**config.mk**
```make
export PLATFORM = sky130hd
export DESIGN_NAME = mips_cpu_bus_lsu
export DESIGN_NICKNAME = d
export VERILOG_FILES = /design/src/rtl/mips_cpu_bus_pkg.sv /design/src/rtl/mips_cpu_bus_lane.sv /design/src/rtl/mips_cpu_bus_lsu.sv
export SDC_FILE = /design/constraint.sdc
export NUM_CORES = 1
export LEC_CHECK = 0
export ABC_AREA = 0
export BUFFER_PORTS_ARGS = -buffer_cell sky130_fd_sc_hd__buf_2
export CORE_MARGIN = 2
export CORE_UTILIZATION = 50
export CTS_CLUSTER_SIZE = 16
export DETAILED_ROUTE_END_ITERATION = 8
export PLACE_DENSITY_LB_ADDON = 0.25
export SLEW_MARGIN = 20
export SYNTH_ARGS = -nofsm -noshare
export SYNTH_HDL_FRONTEND = slang
export SYNTH_HIERARCHICAL = 1
export SYNTH_SLANG_ARGS = --single-unit
```
**constraint.sdc**
```tcl
create_clock -name clk -period 2.4 [get_ports clk]
set_clock_uncertainty 0.15 [all_clocks]
set_input_delay 0 -clock clk [delete_from_list [all_inputs] [get_ports clk]]
set_output_delay 0 -clock clk [all_outputs]
set_load 0.01 [all_outputs]
```
**src/rtl/mips_cpu_bus_pkg.sv**
```systemverilog
// mips_cpu_bus_pkg
// Shared types and constants for the CPU load/store bus initiator:
//   lsu_size_t  - access size encoding carried on req_size (3 is illegal)
//   lsu_state_t - LSU controller states
//   BE_*        - byteenable lane patterns (lane n = bits [8n+7:8n])
package mips_cpu_bus_pkg;

  typedef enum logic [1:0] {
    BYTE = 2'd0,
    HALF = 2'd1,
    WORD = 2'd2
  } lsu_size_t;

  typedef enum logic [1:0] {
    IDLE  = 2'd0,
    CMD   = 2'd1,
    RDATA = 2'd2,
    RESP  = 2'd3
  } lsu_state_t;

  localparam logic [3:0] BE_NONE = 4'b0000;
  localparam logic [3:0] BE_B0   = 4'b0001;
  localparam logic [3:0] BE_LO   = 4'b0011;
  localparam logic [3:0] BE_HI   = 4'b1100;
  localparam logic [3:0] BE_ALL  = 4'b1111;

endpackage

```
**src/rtl/mips_cpu_bus_lane.sv**
```systemverilog
// mips_cpu_bus_lane
// Purely combinational lane steering for the load/store unit.
// Command side (from the live core request):
//   size, addr_lo, wdata   -> misaligned, byteenable, wdata_lanes
// Read side (from the latched request and the bus):
//   rd_size, rd_lo, rd_signed, rdata -> rdata_ext
module mips_cpu_bus_lane
  import mips_cpu_bus_pkg::*;
(
  input  logic [1:0]  size,
  input  logic [1:0]  addr_lo,
  input  logic [31:0] wdata,
  output logic        misaligned,
  output logic [3:0]  byteenable,
  output logic [31:0] wdata_lanes,
  input  logic [1:0]  rd_size,
  input  logic [1:0]  rd_lo,
  input  logic        rd_signed,
  input  logic [31:0] rdata,
  output logic [31:0] rdata_ext
);

  logic [7:0]  rd_byte;
  logic [15:0] rd_half;

  always_comb begin
    // NOTE: every output gets a default before the case so no path can infer a latch.
    misaligned  = 1'b0;
    byteenable  = BE_NONE;
    wdata_lanes = wdata;
    case (size)
      BYTE: begin
        byteenable  = BE_B0 << addr_lo;
        wdata_lanes = {4{wdata[7:0]}};
      end
      HALF: begin
        misaligned  = addr_lo[0];
        byteenable  = addr_lo[1] ? BE_HI : BE_LO;
        wdata_lanes = {2{wdata[15:0]}};
      end
      WORD: begin
        misaligned  = |addr_lo;
        byteenable  = BE_ALL;
      end
      // size 3 has no encoding; report it through the alignment error path
      default: misaligned = 1'b1;
    endcase
  end

  always_comb begin
    rd_byte = rdata[7:0];
    case (rd_lo)
      2'd1:    rd_byte = rdata[15:8];
      2'd2:    rd_byte = rdata[23:16];
      2'd3:    rd_byte = rdata[31:24];
      default: rd_byte = rdata[7:0];
    endcase
    rd_half = rd_lo[1] ? rdata[31:16] : rdata[15:0];

    case (rd_size)
      BYTE:    rdata_ext = {{24{rd_signed & rd_byte[7]}}, rd_byte};
      HALF:    rdata_ext = {{16{rd_signed & rd_half[15]}}, rd_half};
      default: rdata_ext = rdata;
    endcase
  end

endmodule

```
**src/rtl/mips_cpu_bus_lsu.sv**
```systemverilog
// mips_cpu_bus_lsu
// Load/store bus initiator: one core access at a time, run as a single
// Avalon-style read or write with byteenable and waitrequest.
// Core side : req_valid/req_ready handshake, req_write, req_size, req_signed,
//             req_addr, req_wdata; resp_valid pulse with resp_rdata, resp_err.
// Bus side  : address (word aligned), read, write, byteenable, writedata,
//             waitrequest, readdata (valid one cycle after a read is accepted).
// Every output comes straight from a flop; waitrequest/readdata only reach
// next-state logic.
module mips_cpu_bus_lsu
  import mips_cpu_bus_pkg::*;
#(
  parameter int ADDR_W = 32
) (
  input  logic              clk,
  input  logic              reset,
  input  logic              req_valid,
  output logic              req_ready,
  input  logic              req_write,
  input  logic [1:0]        req_size,
  input  logic              req_signed,
  input  logic [ADDR_W-1:0] req_addr,
  input  logic [31:0]       req_wdata,
  output logic              resp_valid,
  output logic [31:0]       resp_rdata,
  output logic              resp_err,
  output logic [ADDR_W-1:0] address,
  output logic              read,
  output logic              write,
  output logic [3:0]        byteenable,
  output logic [31:0]       writedata,
  input  logic              waitrequest,
  input  logic [31:0]       readdata
);

  lsu_state_t        state_q, state_d;
  logic [1:0]        size_q, size_d;
  logic [1:0]        lo_q, lo_d;
  logic              signed_q, signed_d;
  logic              is_write_q, is_write_d;
  logic [ADDR_W-1:0] address_q, address_d;
  logic [3:0]        be_q, be_d;
  logic [31:0]       writedata_q, writedata_d;
  logic              read_q, read_d;
  logic              write_q, write_d;
  logic              req_ready_q, req_ready_d;
  logic              resp_valid_q, resp_valid_d;
  logic              resp_err_q, resp_err_d;
  logic [31:0]       resp_rdata_q, resp_rdata_d;

  logic              cmd_misaligned;
  logic [3:0]        cmd_be;
  logic [31:0]       cmd_wdata;
  logic [31:0]       rd_ext;

  mips_cpu_bus_lane u_lane (
    .size        (req_size),
    .addr_lo     (req_addr[1:0]),
    .wdata       (req_wdata),
    .misaligned  (cmd_misaligned),
    .byteenable  (cmd_be),
    .wdata_lanes (cmd_wdata),
    .rd_size     (size_q),
    .rd_lo       (lo_q),
    .rd_signed   (signed_q),
    .rdata       (readdata),
    .rdata_ext   (rd_ext)
  );

  always_comb begin
    state_d      = state_q;
    size_d       = size_q;
    lo_d         = lo_q;
    signed_d     = signed_q;
    is_write_d   = is_write_q;
    address_d    = address_q;
    be_d         = be_q;
    writedata_d  = writedata_q;
    read_d       = read_q;
    write_d      = write_q;
    resp_valid_d = 1'b0;
    resp_err_d   = resp_err_q;
    resp_rdata_d = resp_rdata_q;

    case (state_q)
      IDLE: begin
        if (req_valid) begin
          size_d     = req_size;
          lo_d       = req_addr[1:0];
          signed_d   = req_signed;
          is_write_d = req_write;
          if (cmd_misaligned) begin
            // error short-circuits straight to the response, bus untouched
            state_d      = RESP;
            resp_valid_d = 1'b1;
            resp_err_d   = 1'b1;
            resp_rdata_d = '0;
          end else begin
            state_d     = CMD;
            address_d   = {req_addr[ADDR_W-1:2], 2'b00};
            be_d        = cmd_be;
            writedata_d = cmd_wdata;
            read_d      = ~req_write;
            write_d     = req_write;
          end
        end
      end
      CMD: begin
        if (!waitrequest) begin
          read_d  = 1'b0;
          write_d = 1'b0;
          if (is_write_q) begin
            state_d      = RESP;
            resp_valid_d = 1'b1;
            resp_err_d   = 1'b0;
            resp_rdata_d = '0;
          end else begin
            state_d = RDATA;
          end
        end
      end
      RDATA: begin
        state_d      = RESP;
        resp_valid_d = 1'b1;
        resp_err_d   = 1'b0;
        resp_rdata_d = rd_ext;
      end
      default: state_d = IDLE;
    endcase

    req_ready_d = (state_d == IDLE);
  end

  always_ff @(posedge clk) begin
    // NOTE: sequential state uses non-blocking assignments so every flop samples pre-edge values.
    if (reset) begin
      // NOTE: bus-side data registers are reset too, since they drive outputs directly.
      state_q      <= IDLE;
      size_q       <= '0;
      lo_q         <= '0;
      signed_q     <= 1'b0;
      is_write_q   <= 1'b0;
      address_q    <= '0;
      be_q         <= BE_NONE;
      writedata_q  <= '0;
      read_q       <= 1'b0;
      write_q      <= 1'b0;
      req_ready_q  <= 1'b1;
      resp_valid_q <= 1'b0;
      resp_err_q   <= 1'b0;
      resp_rdata_q <= '0;
    end else begin
      state_q      <= state_d;
      size_q       <= size_d;
      lo_q         <= lo_d;
      signed_q     <= signed_d;
      is_write_q   <= is_write_d;
      address_q    <= address_d;
      be_q         <= be_d;
      writedata_q  <= writedata_d;
      read_q       <= read_d;
      write_q      <= write_d;
      req_ready_q  <= req_ready_d;
      resp_valid_q <= resp_valid_d;
      resp_err_q   <= resp_err_d;
      resp_rdata_q <= resp_rdata_d;
    end
  end

  assign req_ready  = req_ready_q;
  assign resp_valid = resp_valid_q;
  assign resp_err   = resp_err_q;
  assign resp_rdata = resp_rdata_q;
  assign address    = address_q;
  assign read       = read_q;
  assign write      = write_q;
  assign byteenable = be_q;
  assign writedata  = writedata_q;

endmodule

```
Word level (Yosys, flattened, before mapping)
Cells that the tools add are included.
{ "word_totals": {"out_inout_bits": 105, "inputBits": 104, "ff_bits": 111, "word_cells": 77} }
{ "op_classes": {"shift": 1, "n_reduce_logical": 11, "mux": 34, "bitwise_logic": 4, "n_eq_ne": 13} }
{ "op_table": {"columns": ["cell", "n"], "rows": [
  ["$mux W32", 4],
  ["$pmux W32 S2", 2],
  ["$pmux W32 S3", 1],
  ["$pmux W8 S3", 1],
  ["$mux W16", 1],
  ["$mux W1", 14],
  ["$pmux W4 S3", 1],
  ["$ne A2 B2 Y1 const B", 5],
  ["$pmux W1 S3", 3],
  ["$eq A2 B1 Y1 const B", 4],
  ["$eq A2 B2 Y1 const B", 4],
  ["$logic_not A2 Y1", 4],
  ["$mux W2", 3],
  ["$pmux W2 S3", 1],
  ["$reduce_and A5 Y1", 1],
  ["$mux W4", 1],
  ["$pmux W1 S2", 2],
  ["$reduce_and A4 Y1", 1],
  ["$shl A1 B2 Y4 const A", 1],
  ["$reduce_and A3 Y1", 1],
  ["$reduce_bool A3 Y1", 1],
  ["$and A1 B1 Y1", 2],
  ["$not A1 Y1", 2],
  ["$reduce_and A2 Y1", 1],
  ["other kinds (2)", 2]
]} }

Longest topological paths before layout
Gate-level depths: netlist of the first run.
{ "logic_depth": {"depth_word": 6, "ltp_mapped": 10, "mapped_depth_nobuf": 6} }

By module
Netlist of the first run, hierarchy kept.
{ "modules_own_cells": {"columns": ["mod", "instances", "area_each_um2", "seq_area_each_um2", "cells_each"], "rows": [
  ["mips_cpu_bus_lsu", 1, 4272.8, 2222.1, 517],
  ["mips_cpu_bus_lane", 1, 1517.7, 0.0, 201]
]} }

Worst setup path after synthesis of the first run
Ideal clock, no wire load.
{ "synth_path": {"path_type": "input to register", "start": "in req_size[0]", "end": "reg resp_rdata_q[21], in the netlist resp_rdata[21]", "cell_stages": 10, "path_slack_ns": 0.570, "arrival_time_ns": 1.609, "path_buffers": 4, "setup_ns": 0.070, "t_required_ns": 2.180, "cell_sequence": "buf_2 -> clkbuf_1 -> nor3_1 -> nor2_1 -> nand2b_1 -> and4_1 -> buf_2 -> buf_4 -> nand4b_1 -> a21oi_1"} }
{ "synth_via": {"elab_chain_cells": 4, "word_cells_on_any_way": 6, "classes_between": "3 x eq/ne; 1 x mux; 2 x reduce/logical"} }
{ "synth_lines": {"columns": ["element", "line_no", "text"], "rows": [
  ["from (decl)", "mips_cpu_bus_lsu.sv:20", "input logic [1:0] req_size,"],
  ["$eq A2 B2 Y1 (tied with other cells)", "mips_cpu_bus_lane.sv:31", "case (size)"],
  ["$pmux W1 S3 *", "mips_cpu_bus_lane.sv:31", null],
  ["via cmd_misaligned", "mips_cpu_bus_lsu.sv:51", "logic cmd_misaligned;"],
  ["$ne A2 B2 Y1 (no line) *", null, null],
  ["$reduce_and A5 Y1 (no line) *", null, null],
  ["to (signal assigned)", "mips_cpu_bus_lsu.sv:166", "resp_rdata_q <= resp_rdata_d;"],
  ["to (decl)", "mips_cpu_bus_lsu.sv:49", "logic [31:0] resp_rdata_q, resp_rdata_d;"]
]} }
Mark *: on every way through the listed nets, which the timed path passes. The rest lies on a longest branch.
A chain may end at the register's enable or synchronous reset.

Worst setup path in the final report of the first run
{ "layout_path": {"start": "reg state_q[0]", "end": "reg writedata_q[6], in the netlist writedata[6]"} }
{ "layout_via": {"elab_chain_cells": 2} }
{ "layout_lines": {"columns": ["element", "line_no", "text"], "rows": [
  ["from (decl)", "mips_cpu_bus_lsu.sv:36", "lsu_state_t state_q, state_d;"],
  ["from (signal assigned)", "mips_cpu_bus_lsu.sv:153", "state_q <= state_d;"],
  ["$logic_not A2 Y1", "mips_cpu_bus_lsu.sv:85", "case (state_q)"],
  ["$reduce_and A3 Y1 (no line)", null, null],
  ["to (signal assigned)", "mips_cpu_bus_lsu.sv:160", "writedata_q <= writedata_d;"],
  ["to (decl)", "mips_cpu_bus_lsu.sv:43", "logic [31:0] writedata_q, writedata_d;"]
]} }
No other way between the ends.

==> impl_metrics.json, run 1 <==
{
  "cp.required_ns": 2.53,
  "clk_pin_slew_ns": 0.08,
  "track_usage": 0.292,
  "dieArea_um2": 12500,
  "grt_max_degree": 67,
  "synth_flop_cell": "dfxtp_1",
  "rows": 39,
  "ys_async_sr_fraction": 0,
  "synth_cell_types": 43,
  "routabilityCongestion": 0.891,
  "drtIter0Drc": 634,
  "clockRootBuffer": "clkbuf_16",
  "synthCells": 718,
  "tns_ns": 0,
  "fin_crit_sh": 0.936,
  "avgRoutedWirePerCell_um": 16.8,
  "maxCapViolCount": 0,
  "yosys_warnings": 6,
  "period_minus_slack_ns": 2.25,
  "arrival_ns": 2.37,
  "slew_headroom": 0.555,
  "cts_tree": "built",
  "antenna_found_initial": 0,
  "grt_pass1_wl_um": 29800,
  "avgViaCountPerCell": 5.69,
  "ant_nets": 0,
  "antennaDiodeCount": 0,
  "layout_commonest_cell": "buf_2",
  "status": "completed",
  "io_buffers": 206,
  "clock_latency_ns": 0.34,
  "ir_drop_v": 0.000559,
  "vias": 6376,
  "cts_resized": 0,
  "power_mw": 6.11,
  "layout_common_cells": "buf_2, nand2_1, a21oi_1",
  "hp-class": "input pin to flop",
  "core_um2": 11400,
  "layout-drive-gt1-share": 0.291,
  "worstMarginPinSlew_ns": 0.667,
  "dr.pass1.iters": 5,
  "cts_htree_levels": 3,
  "crit_type": "flop to flop",
  "worst_setup_path_end_kind": "flop",
  "yosysSeqAreaShare": 0.384,
  "path_max_fanout": 66,
  "slew_viol_final": 0,
  "start_util": 0.509,
  "clkSinkCount": 111,
  "dp_hpwl_um": 11200,
  "synth_area_um2": 5790,
  "synth_edf_count": 0,
  "finalSetupViolCount": 0,
  "die_y_um": 112,
  "finalHoldViolCount": 0,
  "area_growth_pct": 38.6,
  "p_leak_nw": 3.41,
  "fin_nets": 1084,
  "die_x_um": 112,
  "synth.avg_cell_area_um2": 8.06,
  "rsz0062_at_grt": "no",
  "ys_ff_latch": 111,
  "n_fill_cell": 840,
  "io_pins": 209,
  "cp-start-kind": "flop",
  "grt_pass1_vias": 6054,
  "routed_wl_um": 18800,
  "clockBufferDepth": 2,
  "fmax_mhz": 445,
  "drc": 0,
  "cts-buffers-inserted": 9,
  "overflow": 0,
  "powerDensity_nw_per_um2": 761
}
## routing by layer
metal	part of all wire	vias up	GRT usage
met3	0.088	44	0.0670
met4	0.028	0	0.117
met5	0	-	0
met1	0.39	2975	0.353
met2	0.50	359	0.507
li1	-	2998	-
## per-stage QoR
| step | setup slack, ns | area [µm²] | util | hold slack, ns | cells |
|---|---|---|---|---|---|
| after floorplan | 0.570 | 5790 | - | -0.0140 | 719 |
| after global placement | 0.388 | 6740 | 0.593 | 0.0901 | 1006 |
| after detailed placement | 0.273 | 6740 | 0.593 | 0.0960 | 1006 |
| after CTS | 0.224 | 8030 | 0.706 | 0.000976 | 1121 |
| after global routing | 0.0317 | 8030 | 0.706 | 0.0327 | 1121 |
| final | 0.153 | 8030 | 0.706 | 0.0219 | 1121 |
## synth_stat cells (2+ instances only)
master	instances	share of area
a211oi_1	7	0.0091
a21oi_1	121	0.10
and2_1	2	0.0022
buf_2	16	0.014
buf_4	22	0.029
buf_6	5	0.0097
clkbuf_1	37	0.024
dfxtp_1	111	0.38
ha_1	7	0.015
inv_1	5	0.0032
mux2_2	17	0.033
mux2i_1	12	0.021
mux4_2	7	0.027
nand2_1	176	0.11
nand2b_1	4	0.0043
nand3_1	6	0.0052
nand4b_1	32	0.048
nor2_1	12	0.0078
nor2b_1	20	0.022
nor3_1	2	0.0017
o211ai_1	9	0.012
o211ai_2	10	0.022
o21ai_0	45	0.039
o221ai_1	5	0.0076
o221ai_2	3	0.0078
o22ai_1	7	0.0076
or3_1	2	0.0022
## report_power, final
part           internal (mW)  switching, mW
combinational          0.932           1.46
sequential              2.06          0.131
clock                  0.840          0.691
## final timing paths
| path | slack (ns) | end | start | cells after the start |
|---|---|---|---|---|
| hold / removal | 0.02 | resp_rdata[26] | readdata[26] | 5 |
| setup / recovery | 0.15 | writedata[6] | state_q[0] | 7 |
| setup reg to reg | 0.15 | writedata[6] | state_q[0] | 7 |
| hold reg to reg | 0.30 | address[23] | address[23] | 2 |
## worst max-delay path, cell delays in order (launching register included)
cell,delay [ns]
dfxtp_1,0.42
inv_1,0.12
ha_1,0.27
nand2_1,0.14
or2_2,0.12
buf_4,0.53
nand2_1,0.19
a21oi_1,0.23
## kinds of logic after synthesis
logic type	share of synthesized area
flops	0.384
other cells	0.000648
buf+inv	0.0799
simple gates	0.219
fa+ha+maj	0.0151
mux	0.0836
compound gates	0.218
## cell type report
cell class | count | area [µm²] | area share
repair buffers | 324 | 2190 | 0.273
flip-flops and latches | 111 | 2220 | 0.277
inverters | 5 | 18.8 | 0.00234
clock buffers | 11 | 243 | 0.0302
multi-input cells | 522 | 3120 | 0.388
well taps | 143 | 179 | 0.0223
clock inverters | 5 | 56.3 | 0.00701
## state kept, by name (all words and copies together), names as in the netlist, 2 cells and up
signal / flops
lo_q: 2
writedata: 32
size_q: 2
state_q: 2
byteenable: 4
resp_rdata: 32
address: 30
## timing repair
action / in CTS / in global routing
endpoints found under the setup margin: 0 / 0
setup buffers: 0 / 0
endpoints found under the hold margin: 105 / 0
hold buffers: 99 / 0
Power figures use the tool's default switching activity.
==> run 2: changes to the inputs <==
--- a/config.mk
+++ b/config.mk
@@ -11,7 +11,8 @@
 export CORE_UTILIZATION = 50
 export CTS_CLUSTER_SIZE = 16
 export DETAILED_ROUTE_END_ITERATION = 8
-export PLACE_DENSITY_LB_ADDON = 0.25
+export PLACE_DENSITY_LB_ADDON = 0.12
+export SETUP_SLACK_MARGIN = 0.4
 export SLEW_MARGIN = 20
 export SYNTH_ARGS = -nofsm -noshare
 export SYNTH_HDL_FRONTEND = slang
==> run 2 against run 1 <==
Combinational power increased by 6%. Fmax rose by 14%. Design area up 2.3%. Highest routed layer unchanged. Register-to-register slack gained 0.28 ns. Global-route usage decreased by 0.17 points. Critical path depth is 1 lower. Sequential share of layout area is 0.57 points lower. Power rose by 3.1%. Sequential cell count stayed put. Wire length increased by 0.57%.
==> impl_metrics.json, run 2 (synthesis results as in run 1) <==
{
  "powerDensity_nw_per_um2": 768,
  "crit_type": "flop to flop",
  "grt_pass1_wl_um": 29700,
  "avgViaCountPerCell": 5.60,
  "io_buffers": 206,
  "routed_wl_um": 18900,
  "worstRegToRegCells": 6,
  "core_um2": 11400,
  "ant_nets": 0,
  "clk_pin_slew_ns": 0.07,
  "tns_ns": 0,
  "cts-buffers-inserted": 9,
  "io_pins": 209,
  "rsz0062_at_grt": "yes",
  "antenna_found_initial": 0,
  "clockRootBuffer": "clkbuf_16",
  "finalSetupViolCount": 0,
  "avgRoutedWirePerCell_um": 16.7,
  "setup_ws_ns": 0.438,
  "hold_depth": 4,
  "worst_setup_path_end_kind": "flop",
  "cp-start-kind": "flop",
  "fin_util": 0.722,
  "p_leak_nw": 3.48,
  "clkSinkCount": 111,
  "status": "completed",
  "layout_commonest_cell": "buf_2",
  "die_y_um": 112,
  "area_growth_pct": 41.8,
  "layout-drive-gt1-share": 0.300,
  "dp_hpwl_um": 11500,
  "dieArea_um2": 12500,
  "rows": 39,
  "fin_nets": 1094,
  "fin_crit_sh": 0.818,
  "placed_cell_area_um2": 6770,
  "final_cell_count_no_fill": 1130,
  "drtIter0Drc": 494,
  "power_mw": 6.30,
  "clock_latency_ns": 0.35,
  "vias": 6333,
  "hp-class": "input pin to flop",
  "ir_drop_v": 0.000476,
  "antennaDiodeCount": 0,
  "track_usage": 0.291,
  "routabilityCongestion": 0.945,
  "grt_pass1_vias": 6144,
  "dp_cells": 1007,
  "layout_common_cells": "buf_2, nand2_1, a21oi_1",
  "finalHoldViolCount": 0,
  "cts_htree_levels": 3,
  "grt_max_degree": 67,
  "drc": 0,
  "cp.required_ns": 2.53,
  "place_ws_ns": 0.308,
  "die_x_um": 112,
  "start_util": 0.509,
  "arrival_ns": 2.09,
  "overflow": 0,
  "fmax_mhz": 510,
  "clockBufferDepth": 2,
  "worstMarginPinSlew_ns": 0.523,
  "dr.pass1.iters": 5,
  "path_max_fanout": 15,
  "hold_ws_ns": 0.0146,
  "cts_tree": "built",
  "period_minus_slack_ns": 1.96,
  "slew_viol_final": 0,
  "slew_headroom": 0.651,
  "stdcell_area_um2": 8210,
  "maxCapViolCount": 0
}
-- run 2: where the power goes --
part,internal (mW),switching [mW],leakage (nW)
Clock,0.847,0.722,0.150
Combinational,1.06,1.48,2.43
Sequential,2.06,0.142,0.903
-- run 2: layout make-up --
type                       instances  area, µm²
inverter                           5       18.8
clock inverter                     5       65.1
timing repair buffer             334       2350
sequential                       111       2230
fill                             889       3160
tap                              143        179
clock buffer                      10        239
multi-input combinational        522       3130
-- run 2: what timing repair did --
item / 4_1_cts / 5_1_grt
pin swaps: 0 / 1
buffers inserted: 0 / 1
gates resized for setup: 4 / 12
setup endpoints to repair: 33 / 59
endpoints found under the hold margin: 109 / 0
gates cloned: 0 / 1
hold buffers: 106 / 0
-- run 2: critical path, cell delays in order (launching register included) --
cell and delay (ns):
dfxtp_1 0.37, buf_4 0.22, nand2b_1 0.24, o22ai_1 0.13
a211oi_1 0.44, nand4b_1 0.16, a21oi_1 0.18
-- run 2: path summary, 6_finish.rpt --
check | from | slack, ns | to
min | req_size[0] | 0.01 | size_q[0]
min reg2reg | address[5] | 0.30 | address[5]
max | lo_q[1] | 0.44 | resp_rdata[5]
max reg2reg | lo_q[1] | 0.44 | resp_rdata[5]
-- run 2: routing by layer --
metal  global-route usage  share of wire
met1                0.331           0.39
met2                0.515           0.51
met3               0.0680          0.075
met4                0.138          0.033
met5                    0              0
==> run 3: changes to the inputs <==
==> constraint.sdc (replaced) <==
create_clock -name clk -period 1.85 [get_ports clk]
set_clock_uncertainty 0.15 [all_clocks]
set_input_delay 0 -clock clk [delete_from_list [all_inputs] [get_ports clk]]
set_output_delay 0 -clock clk [all_outputs]
set_load 0.01 [all_outputs]
==> run 3 against run 2 <==
Global-route usage rose by 10 points. Clock power rose by 24%. Count of clock-buffer cells in the layout unchanged. Sequential share of layout area fell by 4.2 points. Largest cell class unchanged. Critical path type unchanged. Design area up 19%. Worst setup slack worse by 0.38 ns. Non-clock buffer count increased by 55. Highest routed layer unchanged. First-iteration DRC count is 85% higher. Final cell count rose by 4.9%. Sequential cell count did not move.
==> impl_metrics.json, run 3 (synthesis results as in run 1) <==
{
  "status": "completed",
  "cp-start-kind": "flop",
  "die_x_um": 112,
  "arrival_ns": 1.92,
  "drc": 0,
  "grt_max_degree": 49,
  "slew_viol_final": 0,
  "grt_pass1_vias": 7379,
  "dp_hpwl_um": 12000,
  "ant_nets": 0,
  "tns_ns": 0,
  "drtIter0Drc": 912,
  "layout_commonest_cell": "buf_2",
  "crit_buf_inv": 1,
  "area_growth_pct": 68.4,
  "crit_slowest_cell": "dfxtp_2",
  "cts-buffers-inserted": 9,
  "antennaDiodeCount": 0,
  "avgViaCountPerCell": 6.21,
  "rsz0062_at_grt": "yes",
  "dp_cells": 1017,
  "core_um2": 11400,
  "layout_common_cells": "buf_2, nand2_1, dfxtp_1",
  "placed_cell_area_um2": 6920,
  "dr.pass1.iters": 6,
  "use_met3": 0.0898,
  "powerDensity_nw_per_um2": 1090,
  "dieArea_um2": 12500,
  "cp.depth": 6,
  "hold_ws_ns": 0.00891,
  "die_y_um": 112,
  "hold_depth": 5,
  "cp_cell_sequence": "buf_4, or2_2, nor2_1, a211oi_1, nand4b_1, a21oi_1",
  "cts_tree": "built",
  "routabilityCongestion": 0.898,
  "maxCapViolCount": 0,
  "power_mw": 10.6,
  "grt_util_met1": 0.430,
  "n_fill_cell": 548,
  "setup_ws_ns": 0.0563,
  "final_cell_count_no_fill": 1185,
  "track_usage": 0.391,
  "slowest_delay_ns": 0.48,
  "ir_drop_v": 0.000647,
  "finalHoldViolCount": 0,
  "fin_nets": 1149,
  "cp.required_ns": 1.98,
  "stdcell_area_um2": 9750,
  "place_ws_ns": 0.0185,
  "vias": 7364,
  "finalSetupViolCount": 0,
  "clockBufferDepth": 2,
  "worst_setup_path_end_kind": "flop",
  "fin_crit_sh": 0.970,
  "start_util": 0.509,
  "p_leak_nw": 4.21,
  "fin_util": 0.858,
  "worstRegToRegCells": 6,
  "clockRootBuffer": "clkbuf_16",
  "avgRoutedWirePerCell_um": 22.3,
  "grt_pass1_wl_um": 38700,
  "rows": 39,
  "hp-class": "input pin to flop",
  "cts_htree_levels": 3,
  "fmax_mhz": 557,
  "layout-drive-gt1-share": 0.456,
  "crit_type": "flop to flop",
  "grt.busiest_layer": "met2",
  "io_buffers": 206,
  "clkSinkCount": 111,
  "io_pins": 209,
  "clock_latency_ns": 0.35,
  "crit_family": "compound AO/OA/AOI/OAI gates",
  "period_minus_slack_ns": 1.79,
  "antenna_found_initial": 0,
  "path_max_fanout": 8,
  "clk_pin_slew_ns": 0.07,
  "gr-usage-met2": 0.686,
  "overflow": 0,
  "routed_wl_um": 26500,
  "rrSetupSlack_ns": 0.06
}
[run 3: layer usage]
layer | up-vias | share of wire
li1 | 3146 | -
met1 | 3426 | 0.35
met2 | 634 | 0.49
met3 | 158 | 0.10
met4 | 0 | 0.065
met5 | - | 0
[run 3: final timing paths]
kind | start | to
worst max-delay path | size_q[1] | resp_rdata[5]
worst min-delay path | readdata[1] | resp_rdata[1]
worst max register to register | size_q[1] | resp_rdata[5]
worst min register to register | writedata[8] | writedata[8]
[run 3: tightest hold or removal path: cells and delay by family]
| kind | cells | cell delay [ns] |
|---|---|---|
| AND/OR/NAND/NOR | 2 | 0.20 |
| AO/OA/AOI/OAI | 2 | 0.13 |
| buffers and inverters | 1 | 0.11 |
[run 3: area by class of cell]
class	instances	area, µm²	share of cell area
Multi-Input combinational cell	522	3710	0.380
Timing Repair Buffer	389	3320	0.340
Sequential cell	111	2240	0.229
Clock buffer	10	239	0.0245
Tap cell	143	179	0.0183
Clock inverter	5	40.0	0.00411
Inverter	5	28.8	0.00295
[run 3: what timing repair did]
action	in CTS	in global routing
hold buffers	96	1
hold endpoints to repair	108	6
gates cloned	21	3
pin swaps	87	21
resized for setup	158	70
setup buffers	26	6
endpoints found under the setup margin	104	110
[run 3: where the power goes]
| part | switching [mW] | internal [mW] |
|---|---|---|
| combinational | 2.96 | 2.80 |
| clock | 0.978 | 0.962 |
| sequential | 0.231 | 2.69 |
